<file path="config.mk">
export PLATFORM = sky130hd
export DESIGN_NAME = pkt2uart_framer
export DESIGN_NICKNAME = d
export VERILOG_FILES = /design/src/rtl/pkt2uart_framer.sv
export SDC_FILE = /design/constraint.sdc
export NUM_CORES = 1
export LEC_CHECK = 0
export CORE_MARGIN = 2
export CORE_UTILIZATION = 45
export DETAILED_ROUTE_END_ITERATION = 12
export PLACE_DENSITY = 0.72
export SETUP_SLACK_MARGIN = 0.3
export SLEW_MARGIN = 20
export SYNTH_ARGS = -nofsm -noshare
export SYNTH_HDL_FRONTEND = slang
export SYNTH_SLANG_ARGS = --single-unit
</file>
<file path="constraint.sdc">
create_clock -name clk -period 1.9 [get_ports clk]
set_input_delay 0.285 -clock clk [delete_from_list [all_inputs] [get_ports clk]]
set_output_delay 0.285 -clock clk [all_outputs]
set_load 0.05 [all_outputs]
</file>
<file path="src/rtl/pkt2uart_framer.sv">
`default_nettype none
// ============================================================================
//  Module   : pkt2uart_framer
//  Purpose  : Transmit-side packet framer. Accepts a packet type and a
//             PD_LEN-byte payload in one handshake, then streams
//             START, type, length, payload (MSB byte first), checksum, END
//             one byte per output handshake toward the UART transmitter.
//  Revision : 1.0 - initial release
// ============================================================================
module pkt2uart_framer #(
  parameter int          PD_LEN     = 2,
  parameter logic [7:0]  START_BYTE = 8'hAA,
  parameter logic [7:0]  END_BYTE   = 8'h55
) (
  input  logic                  clk,
  input  logic                  rst,
  input  logic [7:0]            i_pkt_type,
  input  logic [8*PD_LEN-1:0]   i_pd,
  input  logic                  i_valid,
  output logic                  o_ready,
  output logic [7:0]            o_data,
  output logic                  o_valid,
  input  logic                  i_ready,
  output logic                  o_busy
);

  localparam int               CNT_W      = $clog2(PD_LEN) + 1;
  localparam logic [CNT_W-1:0] c_cnt_last = CNT_W'(PD_LEN - 1);
  localparam logic [CNT_W-1:0] c_cnt_one  = CNT_W'(1);
  localparam logic [7:0]       c_len_byte = 8'(PD_LEN);

  typedef enum logic [2:0] {
    S_IDLE  = 3'd0,
    S_START = 3'd1,
    S_TYPE  = 3'd2,
    S_LEN   = 3'd3,
    S_PD    = 3'd4,
    S_CHK   = 3'd5,
    S_END   = 3'd6
  } state_t;

  state_t              r_state;
  state_t              w_state_nxt;
  logic [7:0]          r_type;
  logic [7:0]          r_chk;
  logic [8*PD_LEN-1:0] r_pd;
  logic [CNT_W-1:0]    r_pd_cnt;
  logic [7:0]          w_chk;
  logic                w_accept;
  logic                w_xfer;

  // Handshake qualifiers come from registered state only, so there is no
  // combinational path from i_ready/i_valid back into o_data.
  assign w_accept = (r_state == S_IDLE) && i_valid;
  assign w_xfer   = (r_state != S_IDLE) && i_ready;

  // Checksum of the incoming request: type ^ length ^ every payload byte.
  always_comb begin
    w_chk = i_pkt_type ^ c_len_byte;
    for (int i = 0; i < PD_LEN; i++) begin
      w_chk = w_chk ^ i_pd[i*8 +: 8];
    end
  end

  // State register.
  always_ff @(posedge clk or posedge rst) begin
    if (rst) begin
      r_state <= S_IDLE;
    end else begin
      r_state <= w_state_nxt;
    end
  end

  // Packet latch; the payload shifts left one byte per payload transfer so
  // the byte on the wire is always the top byte of r_pd.
  always_ff @(posedge clk or posedge rst) begin
    if (rst) begin
      r_type   <= 8'h00;
      r_chk    <= 8'h00;
      r_pd     <= '0;
      r_pd_cnt <= '0;
    end else if (w_accept) begin
      r_type   <= i_pkt_type;
      r_chk    <= w_chk;
      r_pd     <= i_pd;
      r_pd_cnt <= '0;
    end else if ((r_state == S_PD) && w_xfer) begin
      r_pd     <= r_pd << 8;
      r_pd_cnt <= r_pd_cnt + c_cnt_one;
    end
  end

  // Next-state and output decode; every non-idle state advances only on a
  // completed output transfer.
  always_comb begin
    w_state_nxt = r_state;
    o_valid     = 1'b1;
    o_ready     = 1'b0;
    o_busy      = 1'b1;
    o_data      = 8'h00;
    case (r_state)
      S_IDLE: begin
        o_valid = 1'b0;
        o_ready = 1'b1;
        o_busy  = 1'b0;
        if (i_valid) w_state_nxt = S_START;
      end
      S_START: begin
        o_data = START_BYTE;
        if (w_xfer) w_state_nxt = S_TYPE;
      end
      S_TYPE: begin
        o_data = r_type;
        if (w_xfer) w_state_nxt = S_LEN;
      end
      S_LEN: begin
        o_data = c_len_byte;
        if (w_xfer) w_state_nxt = S_PD;
      end
      S_PD: begin
        o_data = r_pd[8*PD_LEN-1 -: 8];
        if (w_xfer && (r_pd_cnt == c_cnt_last)) w_state_nxt = S_CHK;
      end
      S_CHK: begin
        o_data = r_chk;
        if (w_xfer) w_state_nxt = S_END;
      end
      S_END: begin
        o_data = END_BYTE;
        if (w_xfer) w_state_nxt = S_IDLE;
      end
      default: begin
        w_state_nxt = S_IDLE;
        o_valid     = 1'b0;
        o_busy      = 1'b0;
      end
    endcase
  end

endmodule
`default_nettype wire

</file>
==> impl_metrics.json <==
{
  "numCtsBuffers": 5,
  "grt_pass1_wl_um": 7250,
  "synthTopCellsByCount": "nand2_1 (61), dfrtp_1 (37), o21ai_0 (17), a21oi_1 (11), nand3_1 (11)",
  "grt_max_degree": 38,
  "routed_via_density": 5.33,
  "worst-path-max-fanout": 6,
  "min_path_type": "in2async",
  "postCtsHoldBufs": 0,
  "syn_inst": 216,
  "cts_tree": "done",
  "end_kind": "output pin",
  "critPathMaxStageDelay_ns": 0.48,
  "yosysTopAreaCellShare_pct": 46.9,
  "insertedDiodeCount": 0,
  "setup_violations": 0,
  "ys_seq_area_share_pct": 46.9,
  "cts_root_buffer": "clkbuf_8",
  "nFillCells": 341,
  "yosysUniqueCellTypes": 31,
  "syn_nets": 245,
  "critPathLaunch": "r_state[1]",
  "vias": 1696,
  "io_pins": 39,
  "drv_cap": 0,
  "drt-total-wl_um": 4900,
  "htree_levels": 2,
  "p_per_area_mw_per_mm2": 1790,
  "die-area_mm2": 0.00493,
  "cellLeakagePower_nw": 1.33,
  "synth_enable_flop_cells": 0,
  "critPathKind": "reg2out",
  "cts.reportedPaths.clkPinSlew_ns": 0.07,
  "fin_crit_sh_pct": 93.5,
  "arrival_ns": 1.49,
  "crit_chain": "buf_6, o21ai_2, a21oi_2, a21o_4, buf_12",
  "vdd_drop_max_v": 0.00110,
  "synth.most_common_cell": "nand2_1",
  "initial_core_util_pct": 45.9,
  "yosysWarningCount": 0,
  "avgRoutedWirePerCell_um": 15.4,
  "drive_gt1_share_pct": 29.7,
  "drc": 0,
  "worst_pin_slew_ns": 0.468,
  "drt_iter0_drc": 102,
  "clk_latency_ns": 0.28,
  "critical_path_required_ns": 1.62,
  "cts_max_path_buffers": 2,
  "slew_headroom_pct": 68.8,
  "cp_num_buf_inv": 2,
  "hold_slack_ns": 0.407,
  "finalSetupTns_ns": 0,
  "rows": 24,
  "status": "completed",
  "final_antenna_net_count": 0,
  "post_synth.cell_area_avg_um2": 9.13,
  "die_h_um": 70.2,
  "yosys.area.top_type": "dfrtp_1",
  "grtUsageTotal_pct": 18.4,
  "postSynth.asyncResetShare_pct": 100,
  "area_delta_synth_final_pct": 48.3,
  "critPathSlowestCell": "dfrtp_2",
  "core_region_area_mm2": 0.00429,
  "finalCriticalPeriod_ns": 1.78,
  "grt_pass1_vias": 1593,
  "port_buffers": 38,
  "yosys_most_used_dff": "dfrtp_1",
  "crit_family": "flip-flops",
  "gp_congestion": 0.748,
  "nets": 295,
  "fp.dieW_um": 70.2,
  "fmax_mhz": 563,
  "cts_num_sinks": 37,
  "grt-ovfl-total": 0,
  "skew_ns": 0.00397,
  "final_max_slew_viol_count": 0,
  "startpoint_type": "register",
  "hold_viol_final": 0,
  "grt_antenna_before_repair": 0,
  "timing.rr.start": "r_state[1]",
  "rsz0062_at_grt": "true",
  "synth_seq_cells": 37,
  "fin_cells": 318,
  "place_hpwl_um": 2830,
  "drt_pass1_iterations": 4,
  "synth_area_leaders": "dfrtp_1 (47%), nand2_1 (12%), mux2i_1 (4.6%)",
  "syn_area_mm2": 0.00197,
  "placedCellCount": 301
}
tightest hold or removal path: cells and delay by family:
family	cells	cell delay, ns
buffers and inverters	3	0.84
path summary, 6_finish.rpt:
kind | end | slack, ns | cells after the start
worst max-delay path | o_data[4] | 0.12 | 5
worst min-delay path | r_pd[13] | 0.41 | 3
worst max register to register | r_pd_cnt[1] | 0.27 | 4
worst min register to register | r_chk[5] | 0.48 | 2
max in group asynchronous | r_state[1] | 1.13 | 3
min in group clk | r_chk[5] | 0.48 | 2
registers in the layout, indices dropped and copies added (netlist names):
register,count
r_pd_cnt,2
r_pd,16
r_state,3
r_chk,8
r_type,8
layer usage:
layer | track usage, % | wire (µm) | up-vias
met3 | 4.04 | 226 | 0
met2 | 31.4 | 2540 | 45
met5 | 0 | 0 | -
li1 | - | - | 831
met1 | 23.5 | 2140 | 820
met4 | 5.13 | 0 | 0
kinds of logic (layout without fill, tap and decap cells):
logic type,after synthesis,count (layout),share of synthesized area [%]
multiplexers,10,10,5.14
AND/OR/NAND/NOR,83,84,18.9
flip-flops,37,37,46.9
buffers and inverters,20,69,6.21
XOR/XNOR,16,16,7.10
AO/OA/AOI/OAI,48,48,14.6
adder cells (fa/ha/maj),2,2,1.14
through the flow:
stage               util (%)  worst slack [ns]  total power, mW  instance area [µm²]
floorplan                  -            0.0292             3.14                 2050
global placement        59.5            0.0567             4.03                 2560
detailed placement      59.5            0.0584             4.09                 2560
CTS                     65.4             0.148             5.00                 2810
global route            68.1            0.0629             5.53                 2930
finish                  68.1             0.124             5.23                 2930
power by group:
part           total, mW  switching [mW]  internal (mW)
clock              0.543           0.255          0.288
combinational       3.23            1.68           1.56
sequential          1.45           0.299           1.16
total               5.23            2.23           3.00
cell type report:
type	count	area [µm²]	share of cell area, %
Clock buffer	7	86.3	2.95
Inverter	2	7.51	0.257
Tap cell	52	65.1	2.22
Sequential cell	37	928	31.7
Timing Repair Buffer	60	723	24.7
Multi-Input combinational cell	160	1110	38.1
placed cells by master (no fill, tap or decap), types with 2 or more instances in the layout:
cell type and count:
o22ai_2 3, nand2_1 60, buf_4 10, a21o_4 4, a22oi_1 2, dfrtp_2 2
mux2i_1 9, o21ai_0 12, xnor2_1 9, o21ai_1 3, or4b_4 2, dfrtp_1 35
clkbuf_8 6, a22oi_2 2, clkdlybuf4s50_1 27, nor2b_4 3, a21oi_1 4, nand3_1 11
inv_1 2, o21ai_2 10, buf_12 10, clkbuf_16 2, a21oi_2 6, buf_6 10
xor2_1 7
repair_timing:
action / 4_1_cts / 5_1_grt
hold endpoints to repair: 0 / 0
gates cloned: 0 / 3
buffers inserted: 6 / 1
pin swaps: 9 / 2
setup endpoints to repair: 42 / 45
resized for setup: 35 / 13
Power figures use the tool's default switching activity.
==> variant 1 (same settings) <==
Change the parameter `PD_LEN` from 2 to 1.
--- a/src/rtl/pkt2uart_framer.sv
+++ b/src/rtl/pkt2uart_framer.sv
@@ -10,3 +10,3 @@
 module pkt2uart_framer #(
-  parameter int          PD_LEN     = 2,
+  parameter int          PD_LEN     = 1,
   parameter logic [7:0]  START_BYTE = 8'hAA,
Interface: changed (resized i_pd); port bits go from 39 to 31. The function was not compared with the original's and may differ.
==> variant 1 against the unedited design <==
  * Routed wire length about the same
  * Final area shrank 11%
  * Critical path depth did not move
  * Sequential cell count shrank 9
  * Sequential power decreased by 18%
  * Area after synthesis is 27% lower
  * Worst setup slack worse by 0.20 ns
  * Critical path type unchanged
  * The flow now finishes with violations (negative setup slack)
  * Total power grew 4.4%
  * Worst hold slack worse by 0.14 ns
  * Global-route usage rose by 5.9 points
==> variant 1: results (changes against the unedited design) <==
first-pass GRT wire length 6620 um (was 7250 um); syn_nets 159 (was 245); Reg2Reg Depth 6 (was 4); post-route met1 wirelength 2030 um (was 2140 um); clock transition at the registers of the reported paths 0.17 ns (was 0.07 ns); clock root buffer clkbuf_4 (was clkbuf_8); non-filler cells, final 244 (was 318); Area after DPL 2030 um^2 (was 2560 um^2); P_leak 1.12 nW (was 1.33 nW); final setup fails 10 (was 0); Setup crit end o_data[2] (was o_data[4]); placed insts 212 (was 301); largest net degree at the start of global routing 29 (was 38); detailed placement HPWL 2390 um (was 2830 um); Num CTS Buffers 3 (was 5); crit path DAT 1.70 ns (was 1.49 ns); number of H-tree levels 1 (was 2); worst setup margin -0.0801 ns (was 0.124 ns); routed len/inst 20.1 um (was 15.4 um); r2r setup slk 0.12 ns (was 0.27 ns); failing checks negative setup slack; Unique masters post-synth 32 (was 31); status complete, but fails checks (was completed); metal2 WL 2680 um (was 2540 um); vias 1,393 (was 1,696); initial antenna violation count 0 (unchanged); biggest regs r_chk x8, r_pd x8, r_type x8 (was r_pd x16, r_chk x8, r_type x8); WL met3 148 um (was 226 um); sequential-to-total area share from yosys stat 48.5% (was 46.9%); syn_area_per_cell 10.4 um^2 (was 9.13 um^2); worst vdd ir 1880 uV (was 1100 uV); Clk Latency, worst-skew pair 0.35 ns (was 0.28 ns); NetSw 2.32 mW (was 2.23 mW); Final GP Congestion 0.801 (was 0.748); fin nets 221 (was 295); Starting Density 47.3% (was 45.9%); IO Port Bufs 30 (was 38); layout cells sized above 1 52.5% (was 29.7%); DR iter-0 viols 67 (was 102); Final Skew 0.00663 ns (was 0.00397 ns); uppermost layer routed met4 (was met3); synth warn 0 (unchanged); Critical Path Start r_state[1] (unchanged); actual slew at the worst max-slew pin 0.360 ns (was 0.468 ns); CP max FO 7 (was 6)
variant 1: worst max-delay path: stages (launching register included):
cell,delay (ns)
dfrtp_2,0.54
buf_12,0.18
o21ai_1,0.20
a21oi_2,0.08
a21o_1,0.19
buf_12,0.15
variant 1: worst min path at each step:
stage / cells after the start / from / to / slack, ns
after floorplan: 1 / rst / r_chk[0] / 0.35
after global placement: 1 / r_pd[6] / r_pd[6] / 0.48
after detailed placement: 1 / r_pd[4] / r_pd[4] / 0.48
after CTS: 3 / rst / r_chk[3] / 0.30
after global routing: 3 / rst / r_type[5] / 0.35
final: 3 / rst / r_chk[3] / 0.27
variant 1: what timing repair did:
item | in CTS | in global routing
setup endpoints to repair | 30 | 35
hold buffers | 0 | 0
cloned | 1 | 1
gates resized for setup | 30 | 43
pin swaps | 13 | 10
setup buffers | 18 | 8
variant 1: stage by stage:
stage | setup TNS (ns) | total power [mW] | setup WS (ns)
final | -0.440 | 5.46 | -0.0801
after global routing | -0.806 | 5.67 | -0.124
after CTS | 0 | 4.88 | 0.0203
after detailed placement | 0 | 3.92 | 0.114
after global placement | 0 | 3.87 | 0.139
after floorplan | 0 | 2.86 | 0.0441
variant 1: kinds of logic after synthesis:
logic type / after synthesis / share of synthesized area (%)
xor gates and xnor gates: 8 / 4.85
AOI/OAI and AO/OA: 47 / 20.8
and+or+nand+nor: 29 / 11.5
DFF: 28 / 48.5
muxes: 11 / 8.41
buffers and inverters: 15 / 5.20
adders and majority gates: 1 / 0.693
variant 1: routing by layer:
metal	track usage, %	vias up
li1	-	622
met4	9.32	0
met3	2.35	6
met5	0	-
met2	43.6	42
met1	30.0	723
variant 1: final cells by class:
class,count,area [um^2]
multi-input cells,96,911
well taps,44,55.1
clock buffers,3,22.5
repair buffers,71,877
fillers,160,449
clock inverters,1,30.0
flip-flops and latches,28,704
inverters,1,3.75
variant 1: power groups by stage:
stage	Clock (mW)	Sequential (mW)	Combinational, mW
floorplan	0	1.01	1.85
global placement	0	1.11	2.76
detailed placement	0	1.12	2.80
CTS	0.397	1.11	3.38
global route	0.423	1.21	4.04
finish	0.411	1.19	3.86
==> variant 2 (config.mk and constraints unchanged) <==
Without the edit above. Re-encode `state_t` (7 states) as one-hot, 7 bits wide.
--- a/src/rtl/pkt2uart_framer.sv
+++ b/src/rtl/pkt2uart_framer.sv
@@ -31,10 +31,10 @@
 
-  typedef enum logic [2:0] {
-    S_IDLE  = 3'd0,
-    S_START = 3'd1,
-    S_TYPE  = 3'd2,
-    S_LEN   = 3'd3,
-    S_PD    = 3'd4,
-    S_CHK   = 3'd5,
-    S_END   = 3'd6
+  typedef enum logic [6:0] {
+    S_IDLE  = 7'b0000001,
+    S_START = 7'b0000010,
+    S_TYPE  = 7'b0000100,
+    S_LEN   = 7'b0001000,
+    S_PD    = 7'b0010000,
+    S_CHK   = 7'b0100000,
+    S_END   = 7'b1000000
   } state_t;
Function: no difference found for any inputs over 10 cycles, from zero or initial values and one cycle with rst high; not proved beyond that.
==> variant 2 against the unedited design <==
  * Largest power group unchanged
  * Routed wire length is 26% higher
  * Critical path depth did not move
  * Largest cell class unchanged
  * Sequential cell count increased by 4
  * Worst setup slack got worse by 0.39 ns
  * Total power decreased by 9.8%
  * Final area is 16% higher
  * Global-route usage is 4.0 points higher
  * The flow now finishes with violations (negative setup slack)
  * Area after synthesis up 21%
  * Register-to-register slack worse by 0.26 ns
==> variant 2: results (changes against the unedited design) <==
status complete, but fails checks (was completed); failing checks negative setup slack; vias in the first global route 2,104 (was 1,593); post-place setup slack 0.0144 ns (was 0.0584 ns); grt ovf 0 (unchanged); setup TNS -1.99 ns (was 0 ns); type of element launching the critical path register (unchanged); main area contributors after synthesis dfrtp_1, nand2_1, buf_6 (was dfrtp_1, nand2_1, mux2i_1); Num CTS Buffers 5 (unchanged); final setup fails 11 (was 0); Global Route Usage Sum 22.4% (was 18.4%); worst vdd ir 687 uV (was 1100 uV); syn_nets 295 (was 245); clk buf depth 2 (unchanged); synth warn 0 (unchanged); PostCTS Resize Cnt 24 (was 35); Synth Flop Type dfrtp_1 (unchanged); ant diodes 0 (unchanged); worst setup margin -0.264 ns (was 0.124 ns); Reg2Reg Depth 8 (was 4); Final Skew 0.00384 ns (was 0.00397 ns); slowest stage cell, crit path or3_4 (was dfrtp_2); adder-cell share of the synthesized area 0.524% (was 1.14%); crit path DAT 1.88 ns (was 1.49 ns); layout cells sized above 1 31.5% (was 29.7%); initial antenna violation count 0 (unchanged); actual slew at the worst max-slew pin 0.344 ns (was 0.468 ns); detailed placement HPWL 4190 um (was 2830 um); IO Port Bufs 38 (unchanged); Post CTS Setup Buffer Count 5 (was 6); first-pass GRT wire length 10,400 um (was 7250 um); fin nets 355 (was 295); biggest regs r_pd x16, r_chk x8, r_type x8 (unchanged); clock root buffer clkbuf_8 (unchanged); commonest cells in the netlist nand2_1, dfrtp_1, nor2_1 (was nand2_1, dfrtp_1, o21ai_0); clock transition at the registers of the reported paths 0.08 ns; Routed WL 6180 um (was 4900 um); Setup crit end o_data[7] (was o_data[4]); CP top delay family simple AND/OR/NAND/NOR gates (was flip-flops); vias 2,123 (was 1,696); cell internal pwr 2.81 mW (was 3.00 mW); mux contribution to synthesized area 0.839% (was 5.14%); Pre-antenna DRT Iters 4 (unchanged); Fin Hold WS 0.345 ns (was 0.407 ns); r2r setup slk 0.01 ns (was 0.27 ns); CP max stage delay 0.43 ns (was 0.48 ns); DRC viols 0 (unchanged); Synth Area in XOR/XNOR 6.97% (was 7.10%); sequential-to-total area share from yosys stat 43.0% (was 46.9%); DR iter-0 viols 158 (was 102); reg-to-reg startpoint r_state[0] (was r_state[1]); Unique masters post-synth 49 (was 31); number of H-tree levels 2 (unchanged); CP max FO 4 (was 6); largest net degree at the start of global routing 42 (was 38); r2r endpoint r_pd[4] (was r_pd_cnt[1]); compound-cell area share of the yosys netlist 16.2% (was 14.6%); Final GP Congestion 0.918 (was 0.748); P_leak 1.48 nW (was 1.33 nW)
-- variant 2: changes by cell type after synthesis, moves of 5 or more --
cell | unedited run | this run
mux2i_1 | 9 | 2
o21ai_2 | 6 | 0
o21ai_0 | 17 | 12
nor2_1 | 1 | 18
o22ai_1 | 4 | 9
inv_1 | 2 | 7
nor3_1 | 1 | 10
-- variant 2: layout make-up --
cell class              count  area (um^2)
inverters                   7         26.3
clock buffers               6         72.6
fillers                   429         1720
well taps                  70         87.6
multi-input cells         199         1340
clock inverters             2         10.0
flip-flops and latches     41         1030
repair buffers             72          828
-- variant 2: worst min path at each step --
stage / startpoint / end / cells past startpoint
3_5_place_dp: r_type[6] / r_type[6] / 2
2_1_floorplan: i_valid / r_state[0] / 1
6_report: rst / r_pd[5] / 3
4_1_cts: rst / r_pd[5] / 3
5_1_grt: rst / r_pd[5] / 3
3_3_place_gp: r_type[2] / r_type[2] / 2
-- variant 2: layer usage --
layer / up-vias / share of wire [%] / global-route usage (%)
met4: 0 / 1.7 / 7.64
li1: 1036 / - / -
met3: 11 / 4.4 / 3.76
met5: - / 0 / 0
met1: 1005 / 46 / 30.8
met2: 71 / 48 / 35.8
-- variant 2: power groups by stage --
| stage | registers, mW | logic [mW] | clock network [mW] |
|---|---|---|---|
| after floorplan | 1.41 | 1.62 | 0 |
| after global placement | 1.47 | 2.24 | 0 |
| after detailed placement | 1.49 | 2.27 | 0 |
| after CTS | 1.48 | 2.53 | 0.563 |
| after global routing | 1.54 | 2.91 | 0.593 |
| final | 1.48 | 2.69 | 0.545 |
-- variant 2: stage by stage --
stage,area (um^2),std cells
floorplan,2450,266
global placement,3080,379
detailed placement,3080,379
CTS,3310,393
global route,3390,397
finish,3390,397
